File: src/rtl/pipe_ctrl_pkg.sv
// Shared opcode map, FSM state encoding and control-bundle layout for the control sequencer.
// Latency: none (definitions only).
// Backpressure: not applicable.
package pipe_ctrl_pkg;

  localparam int CTRL_OPC_W = 5;

  // ALU operations occupy 5'h00..5'h07.
  localparam logic [CTRL_OPC_W-1:0] OP_ALU_MAX = 5'h07;
  localparam logic [CTRL_OPC_W-1:0] OP_LDR     = 5'h08;
  localparam logic [CTRL_OPC_W-1:0] OP_STR     = 5'h09;
  localparam logic [CTRL_OPC_W-1:0] OP_LDI     = 5'h0C;
  localparam logic [CTRL_OPC_W-1:0] OP_BEQ     = 5'h10;
  localparam logic [CTRL_OPC_W-1:0] OP_JMP     = 5'h11;
  localparam logic [CTRL_OPC_W-1:0] OP_HALT    = 5'h1F;

  typedef enum logic [1:0] {
    ST_RUN,
    ST_MEM_WAIT,
    ST_FLUSH,
    ST_HALT
  } ctrl_state_t;

  // How the sequencer must treat an accepted instruction.
  typedef enum logic [1:0] {
    K_SINGLE,    // one bundle next cycle, keep issuing
    K_MEM,       // wait for memory before retiring
    K_REDIRECT,  // taken BEQ or JMP: retire then insert bubbles
    K_HALT       // retire then stop accepting
  } op_kind_t;

  typedef struct packed {
    logic [CTRL_OPC_W-1:0] alu_opcode;
    logic                  pc_jmp;
    logic                  pc_beq;
    logic                  reg_we;
    logic                  reg_from_alu;
    logic                  reg_from_mem;
    logic                  acc_we;
    logic                  acc_from_imm;
    logic                  illegal;
  } ctrl_bundle_t;

  function automatic logic is_alu_op(input logic [CTRL_OPC_W-1:0] opc);
    return opc <= OP_ALU_MAX;
  endfunction

endpackage

File: src/rtl/pipe_ctrl_decode.sv
// Pure opcode decoder: control bundle, sequencing class and store flag for one instruction.
// Latency: combinational.
// Backpressure: none; the caller decides when the result is used.
module pipe_ctrl_decode
  import pipe_ctrl_pkg::*;
(
  input  logic [CTRL_OPC_W-1:0] opcode,
  input  logic                  acc_zero,
  output ctrl_bundle_t          bundle,
  output op_kind_t              kind,
  output logic                  is_store
);

  // Map the opcode to its control bundle; unknown opcodes become a flagged NOP.
  always_comb begin
    bundle   = '0;
    kind     = K_SINGLE;
    is_store = 1'b0;
    if (is_alu_op(opcode)) begin
      bundle.alu_opcode   = opcode;
      bundle.reg_we       = 1'b1;
      bundle.reg_from_alu = 1'b1;
    end else begin
      case (opcode)
        OP_LDI: begin
          bundle.acc_we       = 1'b1;
          bundle.acc_from_imm = 1'b1;
        end
        OP_LDR: begin
          kind                = K_MEM;
          bundle.reg_we       = 1'b1;
          bundle.reg_from_mem = 1'b1;
        end
        OP_STR: begin
          kind     = K_MEM;
          is_store = 1'b1;
        end
        OP_BEQ: begin
          // Not-taken BEQ retires as a plain NOP bundle.
          if (acc_zero) begin
            kind          = K_REDIRECT;
            bundle.pc_beq = 1'b1;
          end
        end
        OP_JMP: begin
          kind          = K_REDIRECT;
          bundle.pc_jmp = 1'b1;
        end
        OP_HALT: kind = K_HALT;
        default: bundle.illegal = 1'b1;
      endcase
    end
  end

endmodule

File: src/rtl/pipe_ctrl_seq.sv
// Registered control sequencer between fetch and datapath; optional PIPE_CTRL_PERF_EN adds retire/stall counters.
// Latency: bundle one cycle after accept; LDR/STR retire one cycle after Mem_Ack.
// Backpressure: Instr_Ready low during memory wait, post-redirect flush bubbles and after HALT or timeout.
module pipe_ctrl_seq
  import pipe_ctrl_pkg::*;
#(
  parameter int INSTR_W   = 9,
  parameter int OPC_W     = CTRL_OPC_W,
  parameter int ACC_W     = 8,
  parameter int FLUSH_CYC = 1,
  parameter int MEM_TMO   = 16
) (
  input  logic               Clk,
  input  logic               Reset_n,
  input  logic               Instr_Valid,
  input  logic [INSTR_W-1:0] Instruction,
  output logic               Instr_Ready,
  input  logic [ACC_W-1:0]   AccInput,
  input  logic               Mem_Ack,
  output logic               Ctrl_Valid,
  output logic [OPC_W-1:0]   ALU_Opcode,
  output logic               PC_Jmp_Flag,
  output logic               PC_Beq_Flag,
  output logic               Reg_Write_En,
  output logic               Reg_From_ALU,
  output logic               Reg_From_Mem,
  output logic               Acc_Write_En,
  output logic               Acc_From_Imm,
  output logic               Mem_Req,
  output logic               Mem_Write_En,
  output logic               Illegal,
  output logic               Err,
  output logic               Ack
`ifdef PIPE_CTRL_PERF_EN
 ,output logic [15:0]        Retired_Cnt,
  output logic [15:0]        Stall_Cnt
`endif
);

  localparam int TMO_W = (MEM_TMO > 2) ? $clog2(MEM_TMO) : 1;

  ctrl_state_t        state_q, state_d;
  ctrl_bundle_t       out_q, pend_q, nxt_bundle, dec_bundle;
  op_kind_t           dec_kind;
  logic               dec_store, pend_store_q;
  logic               out_vld_q, nxt_vld;
  logic               err_q, ack_q, err_set, ack_set;
  logic [2:0]         flush_cnt_q;
  logic [TMO_W-1:0]   tmo_cnt_q;
  logic               accept, tmo_hit, flush_done;
  logic               instr_unused;

  assign instr_unused = ^Instruction[INSTR_W-CTRL_OPC_W-1:0];

  pipe_ctrl_decode u_decode (
    .opcode   (Instruction[INSTR_W-1 -: CTRL_OPC_W]),
    .acc_zero (AccInput == '0),
    .bundle   (dec_bundle),
    .kind     (dec_kind),
    .is_store (dec_store)
  );

  assign Instr_Ready = (state_q == ST_RUN);
  assign accept      = Instr_Valid & Instr_Ready;
  assign tmo_hit     = (tmo_cnt_q == TMO_W'(MEM_TMO - 1));
  assign flush_done  = (flush_cnt_q == 3'd0);

  // Next state, next output bundle and sticky-flag set conditions.
  always_comb begin
    state_d    = state_q;
    nxt_vld    = 1'b0;
    nxt_bundle = '0;
    err_set    = 1'b0;
    ack_set    = 1'b0;
    case (state_q)
      ST_RUN: begin
        if (accept) begin
          case (dec_kind)
            K_MEM:      state_d = ST_MEM_WAIT;
            K_REDIRECT: state_d = ST_FLUSH;
            K_HALT:     state_d = ST_HALT;
            default:    state_d = ST_RUN;
          endcase
          if (dec_kind != K_MEM) begin
            nxt_vld    = 1'b1;
            nxt_bundle = dec_bundle;
          end
          ack_set = (dec_kind == K_HALT);
        end
      end
      ST_MEM_WAIT: begin
        if (Mem_Ack) begin
          state_d    = ST_RUN;
          nxt_vld    = 1'b1;
          nxt_bundle = pend_q;
        end else if (tmo_hit) begin
          state_d = ST_HALT;
          err_set = 1'b1;
        end
      end
      ST_FLUSH: if (flush_done) state_d = ST_RUN;
      ST_HALT:  state_d = ST_HALT;
      default:  state_d = ST_RUN;
    endcase
  end

  // State, registered bundle and sticky Err/Ack.
  always_ff @(posedge Clk or negedge Reset_n) begin
    if (!Reset_n) begin
      state_q   <= ST_RUN;
      out_vld_q <= 1'b0;
      out_q     <= '0;
      err_q     <= 1'b0;
      ack_q     <= 1'b0;
    end else begin
      state_q   <= state_d;
      out_vld_q <= nxt_vld;
      out_q     <= nxt_bundle;
      err_q     <= err_q | err_set;
      ack_q     <= ack_q | ack_set;
    end
  end

  // Flush bubble down-counter and memory timeout up-counter.
  always_ff @(posedge Clk or negedge Reset_n) begin
    if (!Reset_n) begin
      flush_cnt_q <= 3'd0;
      tmo_cnt_q   <= '0;
    end else begin
      if (state_q == ST_RUN && accept && dec_kind == K_REDIRECT)
        flush_cnt_q <= 3'(FLUSH_CYC - 1);
      else if (state_q == ST_FLUSH && !flush_done)
        flush_cnt_q <= flush_cnt_q - 3'd1;
      if (state_q != ST_MEM_WAIT)
        tmo_cnt_q <= '0;
      else if (!tmo_hit)
        tmo_cnt_q <= tmo_cnt_q + TMO_W'(1);
    end
  end

  // Hold the memory op's bundle until Mem_Ack retires it.
  always_ff @(posedge Clk or negedge Reset_n) begin
    if (!Reset_n) begin
      pend_q       <= '0;
      pend_store_q <= 1'b0;
    end else if (state_q == ST_RUN && accept && dec_kind == K_MEM) begin
      pend_q       <= dec_bundle;
      pend_store_q <= dec_store;
    end
  end

  assign Ctrl_Valid   = out_vld_q;
  assign ALU_Opcode   = OPC_W'(out_q.alu_opcode);
  assign PC_Jmp_Flag  = out_q.pc_jmp;
  assign PC_Beq_Flag  = out_q.pc_beq;
  assign Reg_Write_En = out_q.reg_we;
  assign Reg_From_ALU = out_q.reg_from_alu;
  assign Reg_From_Mem = out_q.reg_from_mem;
  assign Acc_Write_En = out_q.acc_we;
  assign Acc_From_Imm = out_q.acc_from_imm;
  assign Illegal      = out_q.illegal;
  assign Mem_Req      = (state_q == ST_MEM_WAIT);
  assign Mem_Write_En = Mem_Req & pend_store_q;
  assign Err          = err_q;
  assign Ack          = ack_q;

`ifdef PIPE_CTRL_PERF_EN
  // Saturating retire and stall counters.
  always_ff @(posedge Clk or negedge Reset_n) begin
    if (!Reset_n) begin
      Retired_Cnt <= 16'd0;
      Stall_Cnt   <= 16'd0;
    end else begin
      if (out_vld_q && Retired_Cnt != 16'hFFFF)
        Retired_Cnt <= Retired_Cnt + 16'd1;
      if (Instr_Valid && !Instr_Ready && Stall_Cnt != 16'hFFFF)
        Stall_Cnt <= Stall_Cnt + 16'd1;
    end
  end
`else
  // Performance counters are not built in this configuration.
`endif

endmodule

File: config.mk
export PLATFORM = sky130hd
export DESIGN_NAME = pipe_ctrl_seq
export DESIGN_NICKNAME = d
export VERILOG_FILES = /design/src/rtl/pipe_ctrl_pkg.sv /design/src/rtl/pipe_ctrl_decode.sv /design/src/rtl/pipe_ctrl_seq.sv
export SDC_FILE = /design/constraint.sdc
export NUM_CORES = 1
export LEC_CHECK = 0
export ABC_AREA = 1
export CAP_MARGIN = 20
export CORE_MARGIN = 8
export CORE_UTILIZATION = 51
export CTS_CLUSTER_DIAMETER = 200
export CTS_CLUSTER_SIZE = 30
export DETAILED_ROUTE_END_ITERATION = 6
export GPL_ROUTABILITY_DRIVEN = 0
export PLACE_DENSITY = 0.87
export SETUP_SLACK_MARGIN = 0.5
export SYNTH_ARGS = -nofsm -noshare
export SYNTH_HDL_FRONTEND = slang
export SYNTH_HIERARCHICAL = 1
export SYNTH_SLANG_ARGS = --single-unit
File: constraint.sdc
create_clock -name Clk -period 1.5 [get_ports Clk]
set_clock_uncertainty 0.05 [all_clocks]
set_input_delay 0.15 -clock Clk [delete_from_list [all_inputs] [get_ports Clk]]
set_output_delay 0.15 -clock Clk [all_outputs]
set_load 0.02 [all_outputs]
==> results.py, run 1 <==
metrics = {
    "worst_setup_path": {
        "crit_fanout": 7,
        "critPathBufInv": 4,
        "cp.arrival_ps": 1700,
        "cpMaxStageDelayCell": "dfrtp_1",
        "critPathTopFamily": "buffers and inverters",
        "crit_top_cell": "buf_6",
        "crit_chain": "buf_6 > nor2_4 > buf_6 > nand4_4 > buf_6 > buf_12 > nand2_4 > o21ai_4",
        "start_kind": "register",
        "cpPeakStageDelay_ps": 400,
        "cp_data_required_time_ps": 1650,
        "crit_type": "reg -> reg",
        "end_kind": "register",
    },
    "cts": {
        "cts_tree": "built",
        "cts.sinks": 39,
        "cts-htree-levels": 2,
        "cts_root_buf": "clkbuf_8",
        "clk_pin_slew_ps": 90,
        "cts-buffers-inserted": 5,
        "clock_latency_ps": 300,
        "clk_path_buf_depth": 2,
    },
    "floorplan": {
        "row_count": 22,
        "coreArea_um2": 3690,
        "boundaryPins": 40,
        "die_h_um": 78.2,
        "die_area_um2": 6110,
        "initial_utilization_pct": 53.5,
        "die_x_um": 78.2,
    },
    "timing": {
        "report.final.slew_viol_count": 0,
        "fin_crit_sh_pct": 104,
        "worstMarginPinSlew_ps": 513,
        "max_freq_mhz": 644,
        "hold_viol": 0,
        "final.min_clock_period_ps": 1550,
        "slew_headroom_pct": 65.8,
        "fin_ws_ps": -52.5,
        "rsz0062_at_grt": "true",
        "setup_viol": 12,
    },
    "power_and_ir_drop": {
        "power_density_nw_per_um2": 1180,
        "p_total_uw": 4010,
        "max-vdd-ir-drop_uv": 631,
        "p_leak_uw": 0.00162,
    },
    "run_status": {
        "status": "finished with violations",
        "failed_checks": "negative setup slack",
    },
    "layout": {
        "fin_cells": 377,
        "antennaDiodeCount": 0,
        "syn2layout_area_growth_pct": 72.6,
        "final_common_cell": "buf_4",
        "nets": 353,
        "final_cell_mix": "buf_4 (42), dfrtp_1 (39), buf_6 (32)",
        "drive_above_1_share_pct": 56.5,
    },
    "detailed_routing": {
        "drt-vias-per-instance": 6.29,
        "ant_nets": 0,
        "vias": 2371,
        "first_pass_iters": 5,
        "routed_wl_um": 9300,
        "drt_iter0_drc": 284,
        "wl_per_cell_um": 24.7,
        "drc": 0,
    },
    "global_routing": {
        "grt_start_max_net_pins": 40,
        "gr-total-overflow": 0,
        "grt_pass1_vias": 2261,
        "grt_usage_pct": 23.2,
        "antenna_found_initial": 0,
        "grt_pass1_wl_um": 11300,
    },
    "yosys": {
        "synthCells": 231,
        "synth_area_leaders": "dfrtp_1 (49%), inv_1 (7.2%), nand2_1 (7.0%)",
        "syn_area_um2": 1970,
        "ys_seq_area_share_pct": 49.5,
        "synth_top_area_share_pct": 49.5,
        "avgSynthCellArea_um2": 8.54,
        "synth_top_area_cell": "dfrtp_1",
        "yosys_warnings": 6,
        "synth_seq_cells": 39,
        "synth_cell_types": 27,
    },
    "run": {
        "drv_cap": 0,
    },
    "place": {
        "dp_hpwl_um": 3290,
        "port_buffers": 35,
        "place_inst": 337,
        "pre_cts_ws_ps": -411,
    },
    "worst_hold_path": {
        "min_path_type": "in -> reg",
    },
}
[per-layer routing]
metal / share of wire, % / up-vias / global-route usage (%)
li1: - / 924 / -
met2: 50 / 263 / 39.5
met4: 7.2 / 0 / 11.9
met3: 11 / 83 / 5.81
met5: 0 / - / 0
met1: 32 / 1101 / 26.4
[Yosys cell counts (all sizes together)]
cell type,count
ha,3
buf,8
o211ai,1
a21oi,3
a31o,1
dfrtp,39
inv,40
or2,1
nor2,28
o221ai,1
nand3,26
o21bai,1
conb,1
xor2,1
o21ai,34
nand4,2
nand2,40
clkbuf,1
[worst reg2reg max path: cells and delay by family (launching register included)]
| family | cells | cell delay [ps] |
|---|---|---|
| and+or+nand+nor | 3 | 340 |
| buffers and inverters | 4 | 600 |
| DFF | 1 | 400 |
| AOI/OAI and AO/OA | 1 | 50 |
[layout make-up]
type	count	area, um^2
Multi-Input combinational cell	144	1130
Timing Repair Buffer	99	981
Sequential cell	39	976
Fill cell	135	285
Inverter	40	155
Clock buffer	6	72.6
Tap cell	48	60.1
Clock inverter	1	30.0
[path summary, 6_finish.rpt]
kind	cells past startpoint	endpoint	start	slack, ps
worst max-delay path	8	pend_q[3]	state_q[0]	-50
worst max register to register	8	pend_q[3]	state_q[0]	-50
min in group asynchronous	3	Reg_From_ALU	Reset_n	400
max in group asynchronous	3	pend_store_q	Reset_n	610
worst min-delay path	5	pend_q[8]	Instruction[4]	390
worst min register to register	2	pend_q[6]	pend_q[6]	490
[flip-flops by register name, indices dropped and copies added, names as in the netlist]
register / cells
ALU_Opcode: 5
Acc_From_Imm: 1
Acc_Write_En: 1
Ack: 1
Ctrl_Valid: 1
Err: 1
Illegal: 1
PC_Beq_Flag: 1
PC_Jmp_Flag: 1
Reg_From_ALU: 1
Reg_From_Mem: 1
Reg_Write_En: 1
flush_cnt_q: 3
pend_q: 13
pend_store_q: 1
state_q: 2
tmo_cnt_q: 4
[repair_timing]
item | CTS | global route
hold endpoints to repair | 39 | 0
setup endpoints to repair | 58 | 58
cloned | 3 | 1
hold buffers | 1 | 0
setup buffers | 25 | 3
pin swaps | 21 | 24
resized for setup | 178 | 73
[through the flow]
stage               setup TNS [ps]  cell area [um^2]  hold WS (ps)  util [%]
finish                        -363              3400           394      92.3
global route                  -779              3400           392      92.3
CTS                              0              3160           355      85.6
detailed placement          -11150              2620           181      70.9
global placement             -8980              2620           178      70.9
floorplan                        0              2040          -196         -
[report_power, final]
part	switching, uW	leakage [uW]	internal [uW]	total (uW)
Sequential	162	0.000529	1210	1370
Clock	412	0.0000513	489	900
Combinational	906	0.00104	831	1740
[cells by family (layout without fill, tap and decap cells)]
| kind of cell | count (synthesis) | count (layout) | share of synthesized area (%) |
|---|---|---|---|
| AO/OA/AOI/OAI | 41 | 41 | 14.0 |
| other | 1 | 2 | 0.190 |
| flip-flops | 39 | 39 | 49.5 |
| AND/OR/NAND/NOR | 97 | 97 | 23.0 |
| buffers and inverters | 49 | 146 | 11.0 |
| XOR/XNOR | 1 | 1 | 0.444 |
| adder cells (fa/ha/maj) | 3 | 3 | 1.90 |
Note: power is estimated with default switching activity, not from simulation.
==> run 2, diff against run 1 <==
Settings changed: CTS_CLUSTER_DIAMETER 200 to unset, SKIP_CTS_REPAIR_TIMING set to 1.
==> results.py, run 2 (same netlist as run 1, synthesis figures left out) <==
metrics = {
    "run_status": {
        "status": "finished, final reports clean",
    },
    "timing": {
        "max_freq_mhz": 679,
        "report.final.slew_viol_count": 0,
        "fin_ws_ps": 26.8,
        "setup_viol": 0,
        "hold_viol": 0,
        "final.min_clock_period_ps": 1470,
        "fin_crit_sh_pct": 98.2,
        "final.setup.tns_ps": 0,
        "rsz0062_at_grt": "true",
    },
    "layout": {
        "drive_above_1_share_pct": 45.0,
        "regMostFlops": "pend_q",
        "final_common_cell": "dfrtp_1",
        "postLayoutCellArea_um2": 3030,
        "nets": 331,
        "fillers": 203,
        "largest_reg_flops": 13,
        "antennaDiodeCount": 0,
        "syn2layout_area_growth_pct": 53.6,
        "final_cell_mix": "dfrtp_1 (39), buf_4 (32), inv_1 (29)",
    },
    "global_routing": {
        "grt_start_max_net_pins": 40,
        "antenna_found_initial": 0,
        "grt_usage_pct": 15.0,
        "grt_pass1_vias": 1657,
        "grt_pass1_wl_um": 7520,
        "gr-total-overflow": 0,
    },
    "floorplan": {
        "coreArea_um2": 3690,
        "die_x_um": 78.2,
        "die_h_um": 78.2,
        "die_area_um2": 6110,
        "initial_utilization_pct": 53.5,
        "row_count": 22,
        "boundaryPins": 40,
    },
    "cts": {
        "cts.sinks": 39,
        "cts-htree-levels": 2,
        "clk_pin_slew_ps": 80,
        "cts_tree": "built",
        "cts-buffers-inserted": 5,
        "cts_root_buf": "clkbuf_8",
        "clock_latency_ps": 300,
        "clk_path_buf_depth": 2,
    },
    "worst_setup_path": {
        "start_kind": "register",
        "cp_data_required_time_ps": 1670,
        "end_kind": "register",
        "r2r_slack_ps": 30,
        "crit_type": "reg -> reg",
        "crit_fanout": 14,
        "cp.arrival_ps": 1640,
    },
    "detailed_routing": {
        "routed_wl_um": 6000,
        "wl_per_cell_um": 16.9,
        "vias": 1916,
        "drc": 0,
        "ant_nets": 0,
        "drt-vias-per-instance": 5.40,
        "drt_iter0_drc": 115,
        "first_pass_iters": 4,
    },
    "power_and_ir_drop": {
        "power_density_nw_per_um2": 1150,
        "max-vdd-ir-drop_uv": 643,
        "p_leak_uw": 0.00154,
    },
    "place": {
        "port_buffers": 35,
        "dp_hpwl_um": 3290,
        "post_dp_cell_area_um2": 2620,
        "pre_cts_ws_ps": -411,
    },
    "worst_hold_path": {
        "min_path_type": "in -> reg",
    },
    "run": {
        "drv_cap": 0,
    },
}
[run 2: stage by stage]
step	power (uW)	std cells	util (%)	hold slack, ps
final	3470	355	82.1	308
after detailed placement	2310	337	70.9	181
after global routing	3610	355	82.1	365
after floorplan	1860	232	-	-196
after CTS	3150	344	73.7	-131
after global placement	2280	337	70.9	178
[run 2: critical path: stages, from the launching register on]
cell and delay [ps]:
dfrtp_1 420, buf_6 140, nor2_4 90, buf_6 140, nand4_4 160, clkbuf_16 240, o21ai_2 150
[run 2: layer usage]
layer  share of wire [%]  track usage (%)  up-vias
li1                    -                -      885
met1                  40             18.7      915
met2                  50             23.6       95
met3                 6.3             4.67       21
met4                 3.4             5.93        0
met5                   0                0        -
[run 2: layout make-up]
cell class	count	area, um^2	share of cell area (%)
inverter	40	150	4.96
multi-input combinational	144	947	31.3
timing repair buffer	77	793	26.2
sequential	39	976	32.2
clock buffer	6	72.6	2.40
tap	48	60.1	1.98
clock inverter	1	30.0	0.991
[run 2: report_power, final]
| group | internal (uW) | switching (uW) |
|---|---|---|
| Combinational | 602 | 658 |
| Sequential | 1210 | 131 |
| Clock | 488 | 381 |
[run 2: final timing paths]
check	cells after the start	end	startpoint
max	6	pend_q[3]	state_q[1]
min	5	pend_q[8]	Instruction[4]
max reg2reg	6	pend_q[3]	state_q[1]
min reg2reg	2	pend_q[12]	pend_q[12]
max in group asynchronous	3	Acc_From_Imm	Reset_n
min in group asynchronous	3	Err	Reset_n
==> run 3, diff against run 2 <==
Settings changed: CORE_MARGIN 8 to unset.
==> results.py, run 3 (same netlist as run 1, synthesis figures left out) <==
metrics = {
    "run_status": {
        "status": "finished, final reports clean",
    },
    "timing": {
        "fin_crit_sh_pct": 97.7,
        "max_freq_mhz": 682,
        "rsz0062_at_grt": "true",
        "final.min_clock_period_ps": 1470,
        "setup_viol": 0,
        "hold_slack_ps": 306,
        "hold_viol": 0,
        "fin_ws_ps": 34.0,
        "report.final.slew_viol_count": 0,
    },
    "cts": {
        "cts_tree": "built",
        "cts_root_buf": "clkbuf_8",
        "clk_path_buf_depth": 2,
        "cts-htree-levels": 2,
        "cts-buffers-inserted": 5,
        "clk_pin_slew_ps": 80,
        "cts.sinks": 39,
        "clock_latency_ps": 310,
    },
    "worst_setup_path": {
        "crit_type": "in -> reg",
        "cp.arrival_ps": 1610,
        "critPathLaunch": "Instruction[4]",
        "start_kind": "primary input",
        "cp_data_required_time_ps": 1650,
        "endpoint": "pend_q[3]",
        "rr_endpoint": "pend_q[3]",
        "crit_fanout": 14,
        "end_kind": "register",
        "r2r_start": "state_q[1]",
        "rr_worst_depth": 7,
        "r2r_slack_ps": 40,
    },
    "layout": {
        "antennaDiodeCount": 0,
        "multi_input_area_um2": 981,
        "largest_reg_flops": 13,
        "final_common_cell": "dfrtp_1",
        "syn2layout_area_growth_pct": 53.4,
        "final_util_pct": 82.0,
        "regArea_um2": 976,
        "fillers": 200,
        "final_cell_mix": "dfrtp_1 (39), buf_4 (32), nand2_1 (29)",
        "nets": 329,
        "regMostFlops": "pend_q",
        "drive_above_1_share_pct": 45.4,
    },
    "worst_hold_path": {
        "min_path_type": "in -> reg",
    },
    "floorplan": {
        "initial_utilization_pct": 53.5,
        "coreArea_um2": 3690,
        "boundaryPins": 40,
        "row_count": 22,
        "die_h_um": 64.2,
        "die_area_um2": 4120,
        "die_x_um": 64.2,
    },
    "global_routing": {
        "grt_start_max_net_pins": 40,
        "grt_usage_pct": 22.6,
        "antenna_found_initial": 0,
        "grt_pass1_vias": 1623,
        "grt_pass1_wl_um": 6960,
        "gr-total-overflow": 0,
    },
    "power_and_ir_drop": {
        "seqPwrFrac_pct": 38.1,
        "p_leak_uw": 0.00154,
        "switching_share_pct": 33.9,
        "clkPwrFrac_pct": 26.4,
        "power.share.combinational_pct": 35.5,
        "power_density_nw_per_um2": 1140,
        "internal_power_uw": 2280,
        "max-vdd-ir-drop_uv": 669,
        "power.switching_uw": 1170,
    },
    "run": {
        "drv_cap": 0,
    },
    "detailed_routing": {
        "first_pass_iters": 5,
        "drt_iter0_drc": 168,
        "routed_wl_um": 5200,
        "wl_per_cell_um": 14.7,
        "ant_nets": 0,
        "vias": 1852,
        "drt-vias-per-instance": 5.23,
        "drc": 0,
    },
    "place": {
        "pre_cts_ws_ps": -490,
        "port_buffers": 35,
        "dp_hpwl_um": 2890,
    },
}
[run 3: worst max-delay path, cell delays in order]
cell	delay [ps]
dlymetal6s2s_1	200
nand3_2	150
nor2_1	60
nor2_1	310
o21ai_4	140
inv_2	110
nand4_4	140
buf_12	200
nand2_1	100
o21ai_2	60
[run 3: area by class of cell]
type	instances	area share, %
clock buffers	5	2.27
clock inverters	3	1.53
inverters	40	5.05
multi-input cells	144	32.4
flip-flops and latches	39	32.3
well taps	48	1.99
repair buffers	75	24.5
[run 3: worst min path at each step]
stage	startpoint	to	slack (ps)	cells past startpoint
after global placement	Reset_n	tmo_cnt_q[1]	180	2
final	Instruction[8]	pend_q[7]	310	5
after CTS	Reset_n	tmo_cnt_q[0]	-160	2
after floorplan	Reset_n	ALU_Opcode[0]	-200	0
after global routing	Instruction[8]	pend_q[7]	320	5
after detailed placement	Reset_n	tmo_cnt_q[0]	180	2
[run 3: stage by stage]
step                      area (um^2)  setup TNS, ps  power, uW  instances
after floorplan                  2040              0       1860        232
after global placement           2580         -10700       2270        332
after detailed placement         2580         -12920       2300        332
after CTS                        2690          -4020       3220        340
after global routing             3030          -3.93       3610        354
final                            3030              0       3450        354
[run 3: layer usage]
| metal | up-vias | track usage, % | share of wire, % |
|---|---|---|---|
| met3 | 12 | 4.82 | 4.6 |
| li1 | 876 | - | - |
| met5 | - | 0 | 0 |
| met1 | 890 | 29.7 | 41 |
| met2 | 74 | 34.8 | 52 |
| met4 | 0 | 11.9 | 2.1 |
[run 3: power groups by stage]
stage	Combinational, uW	Sequential [uW]	Clock, uW
2_1_floorplan	494	1370	0
3_3_place_gp	965	1310	0
3_5_place_dp	988	1320	0
4_1_cts	1000	1300	925
5_1_grt	1310	1330	969
6_report	1220	1320	912
